File: src/rtl/xdisp_scan_pkg.sv
// Shared definitions for the seven-segment scan driver: address map, digit
// register field layout and the active-high seg7 glyph constants.
package xdisp_scan_pkg;

  localparam logic [7:0] DISP_BASE = 8'hF0;
  localparam logic [1:0] DISP_DIG0 = 2'd0;
  localparam logic [1:0] DISP_DIG1 = 2'd1;
  localparam logic [1:0] DISP_DIG2 = 2'd2;
  localparam logic [1:0] DISP_DIG3 = 2'd3;

  localparam int unsigned DIG_VAL_LSB = 0;
  localparam int unsigned DIG_VAL_MSB = 3;
  localparam int unsigned DIG_DP      = 4;
  localparam int unsigned DIG_BLANK   = 5;

  typedef struct packed {
    logic       blank;
    logic       dp;
    logic [3:0] value;
  } dig_t;

  localparam dig_t DIG_RESET = '{blank: 1'b1, dp: 1'b0, value: 4'h0};

  // Active-high {g,f,e,d,c,b,a}
  localparam logic [6:0] SEG7_0 = 7'h3F;
  localparam logic [6:0] SEG7_1 = 7'h06;
  localparam logic [6:0] SEG7_2 = 7'h5B;
  localparam logic [6:0] SEG7_3 = 7'h4F;
  localparam logic [6:0] SEG7_4 = 7'h66;
  localparam logic [6:0] SEG7_5 = 7'h6D;
  localparam logic [6:0] SEG7_6 = 7'h7D;
  localparam logic [6:0] SEG7_7 = 7'h07;
  localparam logic [6:0] SEG7_8 = 7'h7F;
  localparam logic [6:0] SEG7_9 = 7'h6F;
  localparam logic [6:0] SEG7_A = 7'h77;
  localparam logic [6:0] SEG7_B = 7'h7C;
  localparam logic [6:0] SEG7_C = 7'h39;
  localparam logic [6:0] SEG7_D = 7'h5E;
  localparam logic [6:0] SEG7_E = 7'h79;
  localparam logic [6:0] SEG7_F = 7'h71;

  // Board pins are active-low; a blanked digit drives every segment off.
  function automatic logic [7:0] seg_pins(input dig_t d, input logic [6:0] seg);
    if (d.blank) return 8'hFF;
    return {~d.dp, ~seg};
  endfunction

endpackage

File: src/rtl/xdisp_scan_seg7.sv
// Pure combinational hex-to-seven-segment decoder (active-high segments).
module xseg7_decode
  import xdisp_scan_pkg::*;
(
  input  logic [3:0] i_val,
  output logic [6:0] o_seg
);

  always_comb begin
    o_seg = '0;
    unique case (i_val)
      4'h0: o_seg = SEG7_0;
      4'h1: o_seg = SEG7_1;
      4'h2: o_seg = SEG7_2;
      4'h3: o_seg = SEG7_3;
      4'h4: o_seg = SEG7_4;
      4'h5: o_seg = SEG7_5;
      4'h6: o_seg = SEG7_6;
      4'h7: o_seg = SEG7_7;
      4'h8: o_seg = SEG7_8;
      4'h9: o_seg = SEG7_9;
      4'hA: o_seg = SEG7_A;
      4'hB: o_seg = SEG7_B;
      4'hC: o_seg = SEG7_C;
      4'hD: o_seg = SEG7_D;
      4'hE: o_seg = SEG7_E;
      4'hF: o_seg = SEG7_F;
      default: o_seg = '0;
    endcase
  end

endmodule

File: src/rtl/xdisp_scan.sv
// Memory-mapped 4-digit seven-segment scan driver: digit register file,
// refresh counter with anti-ghosting guard, registered pin outputs.
module xdisp_scan
  import xdisp_scan_pkg::*;
#(
  parameter int unsigned REFRESH_DIV = 50000,
  parameter int unsigned GUARD       = 2
) (
  input  logic       clk,
  input  logic       rst,
  input  logic       sel,
  input  logic       we,
  input  logic [1:0] addr,
  input  logic [7:0] data_in,
  output logic [7:0] data_out,
  output logic [7:0] Disp,
  output logic [3:0] Disp_sel
);

  localparam int unsigned    CW       = $clog2(REFRESH_DIV);
  localparam logic [CW-1:0]  CNT_LAST = CW'(REFRESH_DIV - 1);

  dig_t          r_dig [4];
  logic [CW-1:0] r_cnt;
  logic [1:0]    r_idx;

  dig_t          w_cur;
  logic [6:0]    w_seg;
  logic          w_guard;
  logic          w_unused_hi;

  assign w_unused_hi = ^data_in[7:6];

  always_ff @(posedge clk) begin
    if (rst) begin
      for (int unsigned i = 0; i < 4; i++) r_dig[i] <= DIG_RESET;
    end else if (sel && we) begin
      r_dig[addr] <= dig_t'(data_in[DIG_BLANK:DIG_VAL_LSB]);
    end
  end

  // Reads sample the pre-write contents, so a same-cycle write shows up one cycle later.
  always_ff @(posedge clk) begin
    if (rst) data_out <= '0;
    else     data_out <= {2'b00, r_dig[addr]};
  end

  always_ff @(posedge clk) begin
    if (rst) begin
      r_cnt <= '0;
      r_idx <= '0;
    end else if (r_cnt == CNT_LAST) begin
      r_cnt <= '0;
      r_idx <= r_idx + 2'd1;
    end else begin
      r_cnt <= r_cnt + 1'b1;
    end
  end

  generate
    if (GUARD == 0) begin : g_no_guard
      assign w_guard = 1'b0;
    end else begin : g_guard
      localparam logic [CW-1:0] GUARD_CNT = CW'(GUARD);
      assign w_guard = (r_cnt < GUARD_CNT);
    end
  endgenerate

  assign w_cur = r_dig[r_idx];

  xseg7_decode u_seg7 (
    .i_val (w_cur.value),
    .o_seg (w_seg)
  );

  always_ff @(posedge clk) begin
    if (rst || w_guard) begin
      Disp_sel <= 4'hF;
      Disp     <= 8'hFF;
    end else begin
      Disp_sel <= ~(4'b0001 << r_idx);
      Disp     <= seg_pins(w_cur, w_seg);
    end
  end

endmodule

File: config.mk
export PLATFORM = sky130hd
export DESIGN_NAME = xdisp_scan
export DESIGN_NICKNAME = d
export VERILOG_FILES = /design/src/rtl/xdisp_scan_pkg.sv /design/src/rtl/xdisp_scan_seg7.sv /design/src/rtl/xdisp_scan.sv
export SDC_FILE = /design/constraint.sdc
export NUM_CORES = 1
export LEC_CHECK = 0
export CELL_PAD_IN_SITES_DETAIL_PLACEMENT = 0
export CELL_PAD_IN_SITES_GLOBAL_PLACEMENT = 1
export CORE_AREA = 2 2 70 105
export CTS_CLUSTER_DIAMETER = 50
export DETAILED_ROUTE_END_ITERATION = 16
export DIE_AREA = 0 0 72 107
export PLACE_DENSITY_LB_ADDON = 0.1
export SLEW_MARGIN = 10
export SYNTH_ARGS = -nofsm -noshare
export SYNTH_HDL_FRONTEND = slang
export SYNTH_SLANG_ARGS = --single-unit
File: constraint.sdc
create_clock -name clk -period 2.56 [get_ports clk]
set_input_delay 0.512 -clock clk [delete_from_list [all_inputs] [get_ports clk]]
set_output_delay 0.512 -clock clk [all_outputs]
set_load 0.05 [all_outputs]
==> results of run 1 <==
==> critical path, delay by kind of cell, from the launching register on <==
family	cells	cell delay [ns]
buffers and inverters	2	0.25
AND/OR/NAND/NOR	1	0.07
flip-flops	1	0.48
multiplexers	1	0.62
AO/OA/AOI/OAI	2	0.31
adder cells (fa/ha/maj)	1	0.26
==> path summary, 6_finish.rpt <==
| check | endpoint | slack [ns] | depth (start not counted) |
|---|---|---|---|
| hold / removal | r_cnt[0] | 0.46 | 1 |
| setup / recovery | Disp[0] | 0.46 | 7 |
| hold reg to reg | r_cnt[0] | 0.46 | 1 |
| setup reg to reg | Disp[0] | 0.46 | 7 |
==> cell usage in the layout (no fill, tap or decap), types with 3 or more instances in the layout <==
master           Yosys  routed
a21oi_1              6       6
and2_1              20      20
and4_1               6       6
buf_4                3       9
clkbuf_8             0       9
clkdlybuf4s50_1      0      29
dfxtp_1             38      38
edfxtp_1            24      24
ha_1                11      11
inv_1                7       7
mux2i_1              5       5
mux4_2              12      12
nand2_1             13      13
nand2b_1             3       3
nand3_1              9       9
nand3b_1             3       3
nand4_1              5       5
nor2_1              17      17
nor2b_1              7       7
o211ai_1             3       3
o21ai_0              4       4
or2_2                4       4
or3_1                5       5
xnor2_1              3       3
xor2_1              11      11
==> cell type report <==
| cell class | count | share of cell area (%) |
|---|---|---|
| clock buffer | 11 | 4.32 |
| clock inverter | 5 | 0.886 |
| inverter | 7 | 0.744 |
| multi-input combinational | 174 | 39.2 |
| sequential | 62 | 42.0 |
| tap | 78 | 2.76 |
| timing repair buffer | 38 | 10.1 |
==> state kept, by name (all words and copies together), names as in the netlist, named ones only <==
name	flops
Disp	8
r_idx	2
data_out	6
r_dig	24
Disp_sel	4
r_cnt	16
==> metrics by stage <==
stage | hold slack, ns | total power [W] | setup slack, ns | instances
after global placement | 0.447 | 0.00137 | 0.393 | 359
final | 0.459 | 0.00214 | 0.461 | 375
after detailed placement | 0.452 | 0.00137 | 0.370 | 359
after floorplan | 0.426 | 0.00129 | 0.661 | 258
after global routing | 0.495 | 0.00224 | 0.304 | 375
after CTS | 0.468 | 0.00217 | 0.419 | 375
==> power groups by stage <==
stage	combinational, W	sequential (W)	clock [W]
2_1_floorplan	0.000132	0.00116	0
3_3_place_gp	0.000258	0.00111	0
3_5_place_dp	0.000259	0.00111	0
4_1_cts	0.000260	0.00109	0.000817
5_1_grt	0.000276	0.00110	0.000871
6_report	0.000256	0.00109	0.000793
==> logic make-up after synthesis <==
kind of cell	after synthesis	synth area share (%)
buf+inv	22	4.39
flops	62	49.5
fa+ha+maj	11	4.60
simple gates	103	19.9
compound gates	25	5.90
other cells	1	0.125
mux	19	11.5
xor+xnor	14	4.10
==> metal layers <==
layer	up-vias	routed length, µm	global-route usage, %
met5	-	0	0
met4	0	89	6.47
met3	7	218	5.45
met2	38	2940	28.2
met1	923	2410	19.0
li1	985	-	-
==> impl_metrics.env, run 1 <==
export IMPL_status="finished, final reports clean"
export IMPL_yosysMostFrequentCell="dfxtp_1"
export IMPL_synthTopCellsByArea="dfxtp_1, edfxtp_1, mux4_2"
export IMPL_drt_pass1_iterations=6
export IMPL_route_antenna_remaining_nets=0
export IMPL_io_buffers=29
export IMPL_fin_nets=317
export IMPL_wirelength_um=5660
export IMPL_min_from="r_cnt[0]"
export IMPL_finalHoldViolations=0
export IMPL_grt_pass1_vias=1931
export IMPL_path_common_cell="inv_1"
export IMPL_drt_iter0_drc=63
export IMPL_tritoncts="yes"
export IMPL_cp_arrival_ns=2.34
export IMPL_start_util_pct=44.0
export IMPL_end_kind="register"
export IMPL_skew_ns=0.00681
export IMPL_rsz0062_at_grt="no"
export IMPL_gp_congestion=0.792
export IMPL_yosysWarningCount=0
export IMPL_path_max_fanout=5
export IMPL_design_core_area_um2=6810
export IMPL_power_frac_comb_pct=12.0
export IMPL_fin_crit_ns=2.10
export IMPL_critPathLaunchType="register"
export IMPL_power_leakage_nw=1.28
export IMPL_synth_commonest_cells="dfxtp_1, edfxtp_1, and2_1"
export IMPL_postCtsSetupBuffers=0
export IMPL_p_switching_w=0.000553
export IMPL_powerDensity_nw_per_um2=606
export IMPL_cts_hold_fix_buffers=0
export IMPL_power_frac_seq_pct=51.0
export IMPL_path_class="register to register"
export IMPL_fin_crit_sh_pct=82.0
export IMPL_final_util_pct=51.9
export IMPL_finalSetupTns_ns=0
export IMPL_synth_top_area_share_pct=25.4
export IMPL_synth_top_cell_by_area="dfxtp_1"
export IMPL_synthesis_area_um2=2990
export IMPL_worstSkewPairLatency_ns=0.34
export IMPL_dpl_hpwl_um=4230
export IMPL_ys_ff_latch=62
export IMPL_crit_chain="mux4_2, inv_1, ha_1, inv_1, nand2_1, o2bb2ai_1, o31ai_1"
export IMPL_cpPeakStageDelay_ns=0.62
export IMPL_clock_sinks=62
export IMPL_synth_edf_count=24
export IMPL_cts_root_buffer="clkbuf_8"
export IMPL_fmax_mhz=476
export IMPL_multiInputGateArea_um2=1380
export IMPL_drive_gt1_share_pct=15.5
export IMPL_maxSlewViolCount=0
export IMPL_maxCapViolations=0
export IMPL_maxSlewHeadroom_pct=58.8
export IMPL_sw_frac_of_total_pct=25.8
export IMPL_path_clk_slew_ns=0.07
export IMPL_die_area_um2=7700
export IMPL_cts_max_path_buffers=2
export IMPL_n_fill_cell=618
export IMPL_die_h_um=107
export IMPL_diodes=0
export IMPL_seq_area_um2=1480
export IMPL_ys_async_sr_fraction_pct=0
export IMPL_grt_use_total_pct=16.6
export IMPL_grt_pass1_wl_um=9360
export IMPL_die_w_um=72
export IMPL_grt_overflow_total=0
export IMPL_dpl_cell_area_um2=3350
export IMPL_internal_power_w=0.00159
export IMPL_postSynthCellCount=257
export IMPL_power_frac_clock_pct=37.0
export IMPL_tightestPinTransition_ns=0.618
export IMPL_ys_seq_area_share_pct=49.5
export IMPL_viasPerCell=5.21
export IMPL_worstHoldPathType="register to register"
export IMPL_irDropWorstVdd_mv=0.360
export IMPL_required_ns=2.81
export IMPL_synthDistinctLibCells=46
export IMPL_fin_area_um2=3530
export IMPL_synth_flop_cell="dfxtp_1"
export IMPL_vias=1953
export IMPL_area_growth_syn_to_layout_pct=18.0
export IMPL_cts_max_level=3
export IMPL_cts_buffers=9
export IMPL_cts_resized_gates=0
export IMPL_post_drt_wl_per_cell_um=15.1
export IMPL_slowest_stage="mux4_2"
export IMPL_antenna_found_initial=0
export IMPL_num_io_pins=34
export IMPL_setup_viol=0
export IMPL_rows=37
export IMPL_syn_area_per_cell_um2=11.6
export IMPL_drc=0
export IMPL_grt_max_degree=18
No activity file was read; power rests on OpenSTA's default activity.
==> run 2: changes to the inputs <==
Settings changed: CORE_AREA 2 2 70 105 to 2 2 74 111, DIE_AREA 0 0 72 107 to 0 0 76 113.
Clock period 2.56 ns to 1.75 ns, I/O delays scaled along.
==> impl_metrics.env, run 2 (same netlist as run 1, synthesis figures left out) <==
export IMPL_grt_pass1_vias=2082
export IMPL_path_max_fanout=4
export IMPL_status="finished with violations"
export IMPL_die_w_um=76
export IMPL_regMostFlops="r_dig"
export IMPL_seq_area_um2=1490
export IMPL_irDropWorstVdd_mv=0.568
export IMPL_io_buffers=29
export IMPL_whs_ns=0.523
export IMPL_layout_cells_most_common="buf_4"
export IMPL_min_from="r_cnt[0]"
export IMPL_path_class="register to register"
export IMPL_r2r_end="Disp[0]"
export IMPL_finalHoldViolations=0
export IMPL_fmax_mhz=568
export IMPL_area_growth_syn_to_layout_pct=30.7
export IMPL_die_h_um=113
export IMPL_cts_root_buffer="clkbuf_16"
export IMPL_holdPathEnd="r_cnt[0]"
export IMPL_drt_pass1_iterations=4
export IMPL_fin_cells=427
export IMPL_rrSetupSlack_ns=-0.01
export IMPL_vias=2014
export IMPL_route_antenna_remaining_nets=0
export IMPL_antenna_found_initial=0
export IMPL_path_clk_slew_ns=0.05
export IMPL_slowest_stage="mux4_2"
export IMPL_grt_max_degree=18
export IMPL_post_place_cells=411
export IMPL_rsz0062_at_grt="yes"
export IMPL_top_regs="r_dig: 24 flops, r_cnt: 16 flops, Disp: 8 flops"
export IMPL_critPathLaunchType="register"
export IMPL_die_area_um2=8590
export IMPL_postCtsSetupBuffers=0
export IMPL_finalSetupTns_ns=-0.0105
export IMPL_crit_chain="mux4_2, inv_4, ha_4, or3_1, a21oi_2, o31ai_1"
export IMPL_skew_ns=0.00417
export IMPL_grt_use_total_pct=15.8
export IMPL_cp_arrival_ns=1.97
export IMPL_rows=39
export IMPL_start_util_pct=39.6
export IMPL_wirelength_um=5990
export IMPL_powerDensity_nw_per_um2=941
export IMPL_dpl_cell_area_um2=3600
export IMPL_design_core_area_um2=7560
export IMPL_post_drt_wl_per_cell_um=14.0
export IMPL_cts_max_level=3
export IMPL_fin_nets=345
export IMPL_tritoncts="yes"
export IMPL_drive_gt1_share_pct=32.3
export IMPL_finalWorstSetupSlack_ns=-0.0105
export IMPL_gp_congestion=0.760
export IMPL_worstRegToRegCells=6
export IMPL_maxCapViolations=0
export IMPL_multiInputGateArea_um2=1440
export IMPL_fin_crit_sh_pct=101
export IMPL_fin_crit_ns=1.76
export IMPL_worstHoldPathCells=2
export IMPL_fin_area_um2=3910
export IMPL_dpl_hpwl_um=4640
export IMPL_grt_pass1_wl_um=10300
export IMPL_maxSlewViolCount=0
export IMPL_viasPerCell=4.72
export IMPL_drc=0
export IMPL_cts_buffers=9
export IMPL_num_io_pins=34
export IMPL_worstHoldPathType="register to register"
export IMPL_grt_overflow_total=0
export IMPL_clock_sinks=62
export IMPL_cpPeakStageDelay_ns=0.43
export IMPL_power_leakage_nw=1.48
export IMPL_setup_viol=1
export IMPL_diodes=0
export IMPL_drt_iter0_drc=55
export IMPL_n_fill_cell=698
export IMPL_worstSkewPairLatency_ns=0.33
export IMPL_required_ns=1.96
export IMPL_violations="negative setup slack"
export IMPL_layout_common_cells="buf_4, dfxtp_1, edfxtp_1"
export IMPL_p_total_w=0.00368
export IMPL_end_kind="register"
export IMPL_largest_reg_flops=24
export IMPL_cts_max_path_buffers=2
-- run 2: worst max-delay path: cells and delay by family (launching register included) --
kind | cells | cell delay (ns)
flops | 1 | 0.36
simple gates | 1 | 0.37
buf+inv | 1 | 0.08
mux | 1 | 0.43
fa+ha+maj | 1 | 0.17
compound gates | 2 | 0.23
-- run 2: cell type report --
class                   instances  share of cell area (%)
multi-input cells             174                    36.9
inverters                       7                   0.800
well taps                     102                    3.26
clock inverters                 3                   0.416
flip-flops and latches         62                    38.0
repair buffers                 66                    13.7
clock buffers                  13                    6.91
-- run 2: metal layers --
metal	routed length, µm	share of wire, %	global-route usage, %	vias up
li1	-	-	-	1051
met1	2630	44	18.1	923
met2	3020	50	26.4	29
met3	191	3.2	3.35	11
met4	158	2.6	10.9	0
met5	0	0	0	-
-- run 2: worst max-delay path by stage --
| stage | from | end | slack [ns] |
|---|---|---|---|
| floorplan | register | Disp[3] | -0.02 |
| global placement | sel | r_dig[1][1] | -0.22 |
| detailed placement | sel | r_dig[1][1] | -0.23 |
| CTS | register | Disp[0] | -0.04 |
| global route | register | Disp[0] | -0.09 |
| finish | register | Disp[0] | -0.01 |
-- run 2: metrics by stage --
| stage | worst slack (ns) | util, % |
|---|---|---|
| global route | -0.0873 | 51.7 |
| floorplan | -0.0241 | - |
| finish | -0.0105 | 51.7 |
| detailed placement | -0.229 | 47.6 |
| CTS | -0.0435 | 51.5 |
| global placement | -0.225 | 47.6 |
-- run 2: what timing repair did --
action,4_1_cts,5_1_grt
endpoints found under the setup margin,4,25
resized for setup,2,5
cloned,0,0
pin swaps,1,2
hold buffers,0,0
-- run 2: power breakdown --
group	leakage, nW	internal, W	switching, W	total [W]
sequential	0.543	0.00157	0.0000320	0.00160
combinational	0.796	0.000194	0.000228	0.000421
clock	0.146	0.00107	0.000592	0.00166
==> run 3: changes to the inputs <==
Settings changed: CORE_AREA 2 2 74 111 to 2 2 72 109, CTS_BUF_LIST set to sky130_fd_sc_hd__clkbuf_8, DIE_AREA 0 0 76 113 to 0 0 74 111, SKIP_LAST_GASP set to 1.
==> impl_metrics.env, run 3 (same netlist as run 1, synthesis figures left out) <==
export IMPL_dpl_hpwl_um=4570
export IMPL_drt_iter0_drc=53
export IMPL_path_class="register to register"
export IMPL_fin_nets=345
export IMPL_cts_max_level=3
export IMPL_path_max_fanout=4
export IMPL_regMostFlops="r_dig"
export IMPL_drive_gt1_share_pct=34.2
export IMPL_die_area_um2=8210
export IMPL_layout_common_cells="buf_4, dfxtp_1, edfxtp_1"
export IMPL_layout_cells_most_common="buf_4"
export IMPL_clock_sinks=62
export IMPL_rows=39
export IMPL_cts_buffers=9
export IMPL_grt_overflow_total=0
export IMPL_tritoncts="yes"
export IMPL_worstHoldPathType="register to register"
export IMPL_power_leakage_nw=1.46
export IMPL_vias=2062
export IMPL_end_kind="register"
export IMPL_fin_crit_ns=1.79
export IMPL_finalHoldViolations=0
export IMPL_rsz0062_at_grt="yes"
export IMPL_cts_max_path_buffers=2
export IMPL_power_frac_seq_pct=48.8
export IMPL_num_io_pins=34
export IMPL_diodes=0
export IMPL_drt_pass1_iterations=4
export IMPL_wirelength_um=5990
export IMPL_violations="negative setup slack"
export IMPL_powerDensity_nw_per_um2=846
export IMPL_sw_frac_of_total_pct=24.3
export IMPL_cts_hold_fix_buffers=0
export IMPL_largest_reg_flops=24
export IMPL_die_w_um=74
export IMPL_io_buffers=29
export IMPL_power_frac_comb_pct=13.4
export IMPL_maxCapViolations=0
export IMPL_viasPerCell=4.83
export IMPL_cp_arrival_ns=2.01
export IMPL_irDropWorstVdd_mv=0.508
export IMPL_n_fill_cell=655
export IMPL_status="finished with violations"
export IMPL_path_clk_slew_ns=0.07
export IMPL_grt_pass1_vias=2096
export IMPL_area_growth_syn_to_layout_pct=29.2
export IMPL_worstSkewPairLatency_ns=0.34
export IMPL_grt_pass1_wl_um=10200
export IMPL_critPathLaunchType="register"
export IMPL_fin_crit_sh_pct=102
export IMPL_antenna_found_initial=0
export IMPL_fmax_mhz=559
export IMPL_start_util_pct=40.6
export IMPL_post_drt_wl_per_cell_um=14.0
export IMPL_gp_congestion=0.797
export IMPL_internal_power_w=0.00247
export IMPL_finalWorstSetupSlack_ns=-0.0388
export IMPL_required_ns=1.97
export IMPL_grt_use_total_pct=16.8
export IMPL_grt_max_degree=18
export IMPL_power_frac_clock_pct=37.8
export IMPL_drc=0
export IMPL_p_total_w=0.00327
export IMPL_setup_viol=2
export IMPL_route_antenna_remaining_nets=0
export IMPL_design_core_area_um2=7370
export IMPL_maxSlewViolCount=0
export IMPL_finalSetupTns_ns=-0.0718
export IMPL_cts_root_buffer="clkbuf_8"
export IMPL_p_switching_w=0.000795
export IMPL_top_regs="r_dig: 24 flops, r_cnt: 16 flops, Disp: 8 flops"
export IMPL_die_h_um=111
export IMPL_skew_ns=0.00901
run 3: cell types whose count changed in the layout (fill, tap and decap cells not counted), sizes merged:
cell	before	now
clkbuf	13	14
clkinv	2	1
run 3: area by class of cell:
type,instances,area [µm²],share of cell area [%]
repair buffers,66,552,14.3
well taps,102,128,3.30
multi-input cells,174,1460,37.9
clock inverters,2,11.3,0.291
flip-flops and latches,62,1490,38.5
inverters,7,31.3,0.809
clock buffers,14,193,4.99
run 3: worst paths after layout:
path | startpoint | to | slack (ns) | cells past startpoint
worst max-delay path | register | Disp[1] | -0.04 | 5
worst max register to register | register | Disp[1] | -0.04 | 5
worst min register to register | r_cnt[0] | r_cnt[0] | 0.53 | 2
worst min-delay path | r_cnt[0] | r_cnt[0] | 0.53 | 2
run 3: critical path: stages, from the launching register on:
cell and delay [ns]:
dfxtp_4 0.38, mux4_2 0.59, inv_4 0.14, ha_4 0.21, o211ai_1 0.20, o311ai_1 0.13
run 3: stage by stage:
step	setup WS (ns)	std cells	hold slack, ns	instance area [µm²]	utilization [%]
2_1_floorplan	-0.0241	258	0.426	3040	-
3_3_place_gp	-0.221	409	0.504	3600	48.9
3_5_place_dp	-0.221	409	0.516	3600	48.9
4_1_cts	-0.0713	426	0.525	3820	51.9
5_1_grt	-0.109	427	0.546	3860	52.5
6_report	-0.0388	427	0.526	3860	52.5
run 3: power groups by stage:
stage	logic (W)	clock network [W]	registers, W
5_1_grt	0.000474	0.00134	0.00160
4_1_cts	0.000434	0.00128	0.00160
3_3_place_gp	0.000426	0	0.00163
6_report	0.000439	0.00123	0.00160
2_1_floorplan	0.000204	0	0.00169
3_5_place_dp	0.000428	0	0.00163
run 3: repair_timing:
item | CTS | global route
endpoints found under the setup margin | 5 | 21
resized for setup | 3 | 9
setup buffers | 1 | 2
cloned | 0 | 0
pin swaps | 3 | 6
run 3: metal layers:
| metal | vias up | share of wire [%] | global-route usage, % |
|---|---|---|---|
| li1 | 1049 | - | - |
| met1 | 973 | 42 | 18.6 |
| met2 | 30 | 53 | 28.1 |
| met3 | 10 | 3.2 | 5.27 |
| met4 | 0 | 1.8 | 8.36 |
| met5 | - | 0 | 0 |
